### config.mk
export PLATFORM = sky130hd
export DESIGN_NAME = man_jump_physics
export DESIGN_NICKNAME = d
export VERILOG_FILES = /design/src/rtl/man_jump_physics_pkg.sv /design/src/rtl/man_jump_physics_integrator.sv /design/src/rtl/man_jump_physics.sv
export SDC_FILE = /design/constraint.sdc
export NUM_CORES = 1
export LEC_CHECK = 0
export ABC_AREA = 1
export CORE_ASPECT_RATIO = 0.8
export CORE_MARGIN = 4
export CORE_UTILIZATION = 36
export DETAILED_ROUTE_END_ITERATION = 10
export GPL_TIMING_DRIVEN = 0
export SLEW_MARGIN = 20
export SYNTH_ARGS = -nofsm -noshare
export SYNTH_HDL_FRONTEND = slang
export SYNTH_SLANG_ARGS = --single-unit
export TNS_END_PERCENT = 5
### constraint.sdc
create_clock -name clk_machine -period 4.8 [get_ports clk_machine]
set_input_delay 0.48 -clock clk_machine [delete_from_list [all_inputs] [get_ports clk_machine]]
set_output_delay 0.48 -clock clk_machine [all_outputs]
set_load 0.05 [all_outputs]
### src/rtl/man_jump_physics_pkg.sv
// jump_pkg: shared definitions for the jump physics block.
//   - game FSM state codes seen on the 'state' input
//   - physics datapath widths
//   - local FSM state enum
//   - saturating unsigned add used for horizontal displacement
package jump_pkg;

  localparam logic [2:0] ACCU = 3'd3;
  localparam logic [2:0] JUMP = 3'd4;

  localparam int H_W = 16;
  localparam int V_W = 8;

  typedef enum logic [2:0] {
    S_IDLE,
    S_LAUNCH,
    S_FLY,
    S_DONE,
    S_HOLD
  } jump_state_e;

  function automatic logic [H_W-1:0] sat_add(input logic [H_W-1:0] a,
                                             input logic [H_W-1:0] b);
    logic [H_W:0] s;
    s = {1'b0, a} + {1'b0, b};
    return s[H_W] ? {H_W{1'b1}} : s[H_W-1:0];
  endfunction

endpackage

### src/rtl/man_jump_physics_integrator.sv
// jump_integrator: per-tick height / vertical-velocity / displacement datapath.
//   clk, rst     : clock, async active-high reset
//   i_load       : latch v_init into vy/vx, clear h and dx
//   i_v_init     : initial velocity, unsigned
//   i_step       : integrate one frame tick
//   i_clear_h    : abort, force h to 0, hold everything else
//   o_h, o_dx    : registered height and horizontal displacement
//   o_land       : the step presented this cycle would land (next_h <= 0)
import jump_pkg::*;

module jump_integrator #(
  parameter int GRAVITY  = 1,
  parameter int VX_SHIFT = 2
) (
  input  logic           clk,
  input  logic           rst,
  input  logic           i_load,
  input  logic [V_W-1:0] i_v_init,
  input  logic           i_step,
  input  logic           i_clear_h,
  output logic [H_W-1:0] o_h,
  output logic [H_W-1:0] o_dx,
  output logic           o_land
);

  logic        [H_W-1:0] r_h;
  logic        [H_W-1:0] r_dx;
  logic signed [H_W-1:0] r_vy;
  logic        [V_W-1:0] r_vx;

  // h is non-negative, vy is signed: one extra bit keeps the sum exact
  logic signed [H_W:0] w_next_h;
  logic                w_land;

  assign w_next_h = $signed({1'b0, r_h}) + $signed({r_vy[H_W-1], r_vy});
  assign w_land   = w_next_h[H_W] || (w_next_h == '0);

  always_ff @(posedge clk or posedge rst) begin
    if (rst) begin
      r_h  <= '0;
      r_dx <= '0;
      r_vy <= '0;
      r_vx <= '0;
    end else if (i_clear_h) begin
      r_h <= '0;
    end else if (i_load) begin
      r_vy <= $signed({{(H_W-V_W){1'b0}}, i_v_init});
      r_vx <= i_v_init >> VX_SHIFT;
      r_h  <= '0;
      r_dx <= '0;
    end else if (i_step) begin
      r_h  <= w_land ? '0 : w_next_h[H_W-1:0];
      r_vy <= r_vy - H_W'(GRAVITY);
      r_dx <= sat_add(r_dx, {{(H_W-V_W){1'b0}}, r_vx});
    end
  end

  assign o_h    = r_h;
  assign o_dx   = r_dx;
  assign o_land = w_land;

endmodule

### src/rtl/man_jump_physics.sv
// man_jump_physics: jump motion integrator for the player character.
// Latches the initial velocity on entry to the jump game state, integrates
// height under constant gravity and horizontal displacement per frame tick,
// and pulses o_jump_done for one cycle on landing.
//   clk_machine, rst_machine : clock, async active-high reset
//   state                    : game FSM state code
//   i_frame_tick             : one-cycle pulse per video frame
//   i_jump_v_init            : initial velocity from the charge stage
//   o_man_h / o_man_dx       : height above ground / displacement since launch
//   o_airborne               : high in LAUNCH and FLY
//   o_jump_done              : one-cycle landing pulse
import jump_pkg::*;

module man_jump_physics #(
  parameter int         GRAVITY   = 1,
  parameter int         VX_SHIFT  = 2,
  parameter logic [2:0] JUMP_CODE = JUMP
) (
  input  logic           clk_machine,
  input  logic           rst_machine,
  input  logic [2:0]     state,
  input  logic           i_frame_tick,
  input  logic [V_W-1:0] i_jump_v_init,
  output logic [H_W-1:0] o_man_h,
  output logic [H_W-1:0] o_man_dx,
  output logic           o_airborne,
  output logic           o_jump_done
);

  jump_state_e r_state;
  logic        r_airborne;
  logic        r_done;

  logic w_in_jump;
  logic w_load;
  logic w_step;
  logic w_abort;
  logic w_land;

  assign w_in_jump = (state == JUMP_CODE);
  // Leaving the jump state beats everything, including a landing tick
  assign w_abort   = ((r_state == S_LAUNCH) || (r_state == S_FLY)) && !w_in_jump;
  assign w_load    = (r_state == S_LAUNCH) && w_in_jump;
  assign w_step    = (r_state == S_FLY) && w_in_jump && i_frame_tick;

  jump_integrator #(
    .GRAVITY  (GRAVITY),
    .VX_SHIFT (VX_SHIFT)
  ) u_integ (
    .clk       (clk_machine),
    .rst       (rst_machine),
    .i_load    (w_load),
    .i_v_init  (i_jump_v_init),
    .i_step    (w_step),
    .i_clear_h (w_abort),
    .o_h       (o_man_h),
    .o_dx      (o_man_dx),
    .o_land    (w_land)
  );

  always_ff @(posedge clk_machine or posedge rst_machine) begin
    if (rst_machine) begin
      r_state    <= S_IDLE;
      r_airborne <= 1'b0;
      r_done     <= 1'b0;
    end else begin
      r_done <= 1'b0;
      case (r_state)
        S_IDLE: begin
          if (w_in_jump) begin
            r_state    <= S_LAUNCH;
            r_airborne <= 1'b1;
          end
        end
        S_LAUNCH: begin
          if (!w_in_jump) begin
            r_state    <= S_IDLE;
            r_airborne <= 1'b0;
          end else begin
            r_state <= S_FLY;
          end
        end
        S_FLY: begin
          if (!w_in_jump) begin
            r_state    <= S_IDLE;
            r_airborne <= 1'b0;
          end else if (i_frame_tick && w_land) begin
            r_state    <= S_DONE;
            r_airborne <= 1'b0;
            r_done     <= 1'b1;
          end
        end
        S_DONE: begin
          r_state <= S_HOLD;
        end
        S_HOLD: begin
          // Must see state leave the jump code before another launch
          if (!w_in_jump) r_state <= S_IDLE;
        end
        default: begin
          r_state    <= S_IDLE;
          r_airborne <= 1'b0;
        end
      endcase
    end
  end

  assign o_airborne  = r_airborne;
  assign o_jump_done = r_done;

endmodule

==> out/results.tsv, run 1 <==
metric	value	unit
status	complete, no violations	
pin_count	48	
antenna_found_initial	0	
p_per_area	467	nW/um2
synth_area_per_cell	7.22	um2
power	2.35	mW
leakagePower	2.48	nW
syn_inst	558	
nets	656	
finalMaxSlewViolations	0	
post_drt_via_cell_ratio	5.06	
fin_crit	2770	ps
drc	0	
crit_fanout	7	
relSlewSlack	57.6	%
fin_setup_tns	0	ps
yosysWarnings	0	
r2r_slack	2030	ps
min_period_over_period	57.8	%
start_util	37.0	%
fin_worst_skew	9.19	ps
totalWireLength	11.0	mm
peakVddDrop	0.240	mV
fp-row-count	34	
synth_nets	597	
crit_path_end_kind	register	
drt_iter0_markers	221	
combinationalPowerShare	37.8	%
seq_power_share	31.7	%
setup_viol	0	
min_path_type	in2async	
overflow	0	
place_congestion	0.919	
wl_per_cell	14.3	um
worst-setup-path-type	reg2reg	
design.core.area	10900	um2
grt_max_degree	44	
dieWidth	126	um
cts_tree	yes	
critPathLaunchType	register	
seq_area_frac_synth	36.7	%
drt_first_pass_iters	5	
die-height	103	um
p_int	1.41	mW
arrival	2970	ps
cts_sinks	59	
dp_hpwl	8.37	mm
synth.cell_area	4030	um2
drive_above_1_share	7.23	%
synth-async-reset-ratio	100	%
tightestPinTransition	633	ps
dieArea	13000	um2
fillers	1120	
syn_to_final_growth	25.1	%
synth_edf_count	0	
cts_resized	0	
cts_buffers	9	
rsz0062_at_grt	false	
fmax	361	MHz
grt_pass1_vias	3665	
drtAntennaViolNets	0	
clkTransAtPathRegs	50	ps
drv_cap	0	
numPortBuffers	47	
h-tree-depth	3	
via_count	3879	
diodes	0	
synthFlopType	dfrtp_1	
ctsHoldBuffers	0	
finalHoldViolCount	0	
cts_buffer_depth	2	
root_buffer	clkbuf_16	
ys_types	42	
p_sw_share	40.0	%
cp.required	5000	ps
track_usage	17.7	%
grt_pass1_wl	18.4	mm
clk_latency	330	ps
power.switching	942	uW
synth-seq-cells	59	
p_clk_share	30.5	%
cts_setup_buffers	0	
cell families (layout without fill, tap and decap cells):
logic type / count (synthesis) / after routing / synth area share, %
DFF: 59 / 59 / 36.7
and+or+nand+nor: 292 / 292 / 32.8
xor gates and xnor gates: 7 / 7 / 1.52
adders and majority gates: 25 / 25 / 8.14
buffers and inverters: 81 / 145 / 7.64
AOI/OAI and AO/OA: 94 / 94 / 13.3
placed cells by master (no fill, tap or decap), types with 2 or more instances in the layout:
cell             synthesis  final
ha_1                    23     23
nand2_2                  5      5
o21ai_0                 38     38
fa_1                     2      2
a21oi_1                 29     29
a22o_1                   6      6
nor3_1                  13     13
xor2_1                   5      5
o31ai_1                  4      4
nand3b_1                 4      4
clkbuf_8                 0      2
clkbuf_16                0      9
dfrtp_1                 59     59
nand3_1                 39     39
o22ai_1                  2      2
nand2_1                164    164
xnor2_1                  2      2
inv_2                    4      4
inv_1                   68     67
nor2_2                   2      2
nor2_4                   3      3
nor3_2                   2      2
clkdlybuf4s50_1          0     47
o21ai_1                  4      4
o211ai_1                 5      5
nand4_1                  5      5
or2_1                    2      2
a31oi_1                  3      3
clkbuf_1                 6      7
bufinv_16                0      2
or2_2                    3      3
nand3_2                  3      3
inv_4                    1      2
nor2_1                  40     40
final cells by class:
cell class / instances / area, um2 / area share (%)
Multi-Input combinational cell: 418 / 2240 / 44.5
Buffer: 7 / 27.5 / 0.546
Sequential cell: 59 / 1480 / 29.3
Clock inverter: 4 / 72.6 / 1.44
Timing Repair Buffer: 48 / 498 / 9.89
Inverter: 74 / 283 / 5.61
Tap cell: 144 / 180 / 3.58
Clock buffer: 12 / 256 / 5.09
layer usage:
metal	up-vias	global-route usage [%]	wire length, um
li1	1968	-	-
met1	1814	25.2	5530
met2	81	27.4	4770
met3	16	4.25	537
met4	0	4.29	131
met5	-	0	0
Yosys cell counts (6+ instances only):
master	instances	area share, %
clkbuf_1	6	0.56
nor2_1	40	3.7
inv_1	68	6.3
a22o_1	6	1.3
nand3_1	39	4.8
nand2_1	164	15
nor3_1	13	1.6
o21ai_0	38	4.7
a21oi_1	29	3.6
ha_1	23	7.1
dfrtp_1	59	37
registers in the layout, summed over array words and instances (netlist names):
register and count:
u_integ.r_vx 6, u_integ.o_dx 16, u_integ.r_vy 16, o_jump_done 1, o_airborne 1, r_state 3
u_integ.o_h 16
path summary, 6_finish.rpt:
kind	startpoint	end	cells past startpoint
max	u_integ.r_vy[0]$_DFFE_PP0P_	u_integ.o_h[12]$_DFFE_PP0P_	16
min	rst_machine	o_jump_done$_DFF_PP0_	2
max reg2reg	u_integ.r_vy[0]$_DFFE_PP0P_	u_integ.o_h[12]$_DFFE_PP0P_	16
min reg2reg	o_airborne$_DFFE_PP0P_	o_airborne$_DFFE_PP0P_	2
max in group asynchronous	rst_machine	u_integ.o_h[2]$_DFFE_PP0P_	3
min in group clk_machine	o_airborne$_DFFE_PP0P_	o_airborne$_DFFE_PP0P_	2
power groups by stage:
| stage | registers, mW | logic [mW] | clock network, mW |
|---|---|---|---|
| finish | 0.746 | 0.890 | 0.717 |
| global placement | 0.750 | 0.865 | 0 |
| CTS | 0.747 | 0.892 | 0.730 |
| floorplan | 0.870 | 0.510 | 0 |
| detailed placement | 0.755 | 0.890 | 0 |
| global route | 0.767 | 1.00 | 0.753 |
stage by stage:
stage,std cells,utilization [%],hold slack [ps],cell area [um2],setup slack (ps)
after detailed placement,750,43.2,463,4710,2070
final,766,46.3,437,5040,2030
after global routing,766,46.3,460,5040,1770
after floorplan,558,-,446,4030,2180
after CTS,766,46.3,441,5040,2050
after global placement,749,43.0,461,4680,1570
worst max-delay path: stages (launching register included):
cell and delay, ps:
dfrtp_1 420, ha_1 240, fa_1 440, nand2_1 100, nand2_2 90, nand3_2 80
nand2_2 80, nand2_1 70, nand2_1 80, nor2_1 120, nand3_1 140, nor2_1 150
nand3_2 100, nand2_4 150, nor2_4 80, inv_1 180, o21ai_0 120
Power figures use the tool's default switching activity.
==> inputs of run 2 (changes only) <==
- clock period: 4.8 -> 2.9 ns (I/O delays scaled with it)
==> run 2 against run 1 <==
Against the previous run:
- wire length is essentially flat
- setup slack lost 1700 ps
- flip-flop and latch count is the same
- clock skew shrank 0.95 ps
- fmax grew 7.3%
- critical endpoint is now o_airborne$_DFFE_PP0P_
- largest power group unchanged
==> out/results.tsv, run 2 (synthesized netlist as in run 1, its figures left out) <==
metric	value	unit	change
status	complete, no violations		
numPortBuffers	47		unchanged
dieWidth	126	um	unchanged
via_count	3874		-0.13%
wl_per_cell	14.3	um	-0.32%
finalMaxSlewViolations	0		unchanged
p_per_area	774	nW/um2	+66%
place_congestion	0.919		unchanged
syn_to_final_growth	25.8	%	
design.core.area	10900	um2	unchanged
r2r_start	u_integ.r_vy[0]$_DFFE_PP0P_		
r2r_slack	320	ps	-1710 ps
tightestPinTransition	630	ps	-3.20 ps
rsz0062_at_grt	false		
critPathSlowestCell	dfrtp_1		
drv_cap	0		unchanged
leakagePower	2.49	nW	+0.35%
start_util	37.0	%	unchanged
min_path_type	in2async		
setup_ws	316	ps	-1710 ps
min_period_over_period	89.1	%	+31 points
pre_cts_ws	165	ps	-1900 ps
setup_viol	0		unchanged
r2r_end	o_airborne$_DFFE_PP0P_		
cts_sinks	59		unchanged
crit_chain	ha_1 -> fa_2 -> nand2_1 -> nand2_2 -> nand3_2 -> nand2_2 -> nand2_1 -> nand2_1 -> nor2_1 -> nand3_1 -> nor2_2 -> nand3_2 -> nand2_4 -> nand2_2 -> nand2_1 -> nand3_1 -> nand2_1 -> nand2_1		
worst-setup-path-type	reg2reg		
totalWireLength	11.0	mm	about the same
root_buffer	clkbuf_16		
dieArea	13000	um2	unchanged
drc	0		unchanged
clkTransAtPathRegs	50	ps	about the same
fmax	387	MHz	+7.3%
nets	658		+0.30%
peakVddDrop	0.399	mV	+67%
finalHoldViolCount	0		unchanged
fp-row-count	34		unchanged
max_stage_delay	420	ps	-20 ps
post_drt_via_cell_ratio	5.04		-0.39%
fin_crit	2580	ps	-188 ps
critPathLaunchType	register		
path_common_cell	nand2_1		
diodes	0		unchanged
drive_above_1_share	8.01	%	+0.78 points
cts_buffers	9		unchanged
arrival	2810	ps	-160 ps
finalNonFillerCells	768		+0.26%
die-height	103	um	unchanged
drt_iter0_markers	232		+5.0%
ctsHoldBuffers	0		unchanged
numPlacedInstances	750		unchanged
clk_latency	330	ps	about the same
fin_worst_skew	8.23	ps	-0.953 ps
overflow	0		unchanged
track_usage	17.7	%	unchanged
grt_pass1_vias	3665		unchanged
drt_first_pass_iters	4		-1
cts_buffer_depth	2		unchanged
drtAntennaViolNets	0		unchanged
grt_pass1_wl	18.4	mm	unchanged
worst-r2r-cell-count	18		+2
cp.required	3120	ps	-1880 ps
crit_path_end_kind	register		
final_common_cell	nand2_1		
pin_count	48		unchanged
h-tree-depth	3		unchanged
relSlewSlack	57.8	%	+0.21 points
final_cell_mix	nand2_1, inv_1, dfrtp_1		
grt_max_degree	44		unchanged
cts_tree	yes		
antenna_found_initial	0		unchanged
utilization	46.5	%	+0.25 points
crit_fanout	4		-3
power	3.92	mW	+67%
dp_hpwl	8.37	mm	unchanged
==> run 2: changes by cell type in the layout (fill, tap and decap cells not counted), sizes merged <==
cell / previous run / this run
buf: 2 / 4
==> run 2: timing repair <==
item | in CTS | in global routing
resized for setup | 0 | 5
setup endpoints to repair | 0 | 11
buffers inserted | 0 | 2
==> run 2: routing by layer <==
metal	wire length, um	vias to the layer above	global-route usage, %
li1	-	1969	-
met1	5490	1802	25.2
met2	4760	90	27.4
met3	583	13	4.25
met4	119	0	4.29
met5	0	-	0
==> run 2: worst max-delay path by stage <==
stage                                              end                   startpoint
final                           o_airborne$_DFFE_PP0P_  u_integ.r_vy[0]$_DFFE_PP0P_
after global routing       u_integ.o_dx[5]$_DFFE_PP0P_  u_integ.o_dx[0]$_DFFE_PP0P_
after CTS                  u_integ.o_h[12]$_DFFE_PP0P_  u_integ.r_vy[0]$_DFFE_PP0P_
after detailed placement    u_integ.o_h[7]$_DFFE_PP0P_  u_integ.r_vy[0]$_DFFE_PP0P_
after global placement      u_integ.o_h[1]$_DFFE_PP0P_                  rst_machine
after floorplan           u_integ.o_dx[14]$_DFFE_PP0P_  u_integ.o_dx[0]$_DFFE_PP0P_
==> run 2: final cells by class <==
class                      instances  area (um2)
clock buffer                      12         256
tap                              144         180
buffer                             7        27.5
timing repair buffer              50         513
clock inverter                     4        72.6
inverter                          74         283
sequential                        59        1480
fill                            1120        5830
multi-input combinational        418        2260
==> run 2: metrics by stage <==
stage | TNS [ps] | cell area (um2) | hold WS [ps]
global placement | -7880 | 4680 | 461
global route | 0 | 5060 | 270
CTS | 0 | 5040 | 251
floorplan | 0 | 4030 | 412
detailed placement | 0 | 4710 | 463
finish | 0 | 5060 | 246
==> run 2: critical path: cells and delay by family (launching register included) <==
family / cells / cell delay [ps]
AND/OR/NAND/NOR: 16 / 1450
adder cells (fa/ha/maj): 2 / 620
flip-flops: 1 / 420
==> run 2: report_power, final <==
part / total, mW / internal [mW] / switching [mW]
sequential: 1.24 / 1.02 / 0.220
combinational: 1.50 / 0.540 / 0.956
clock: 1.19 / 0.797 / 0.389
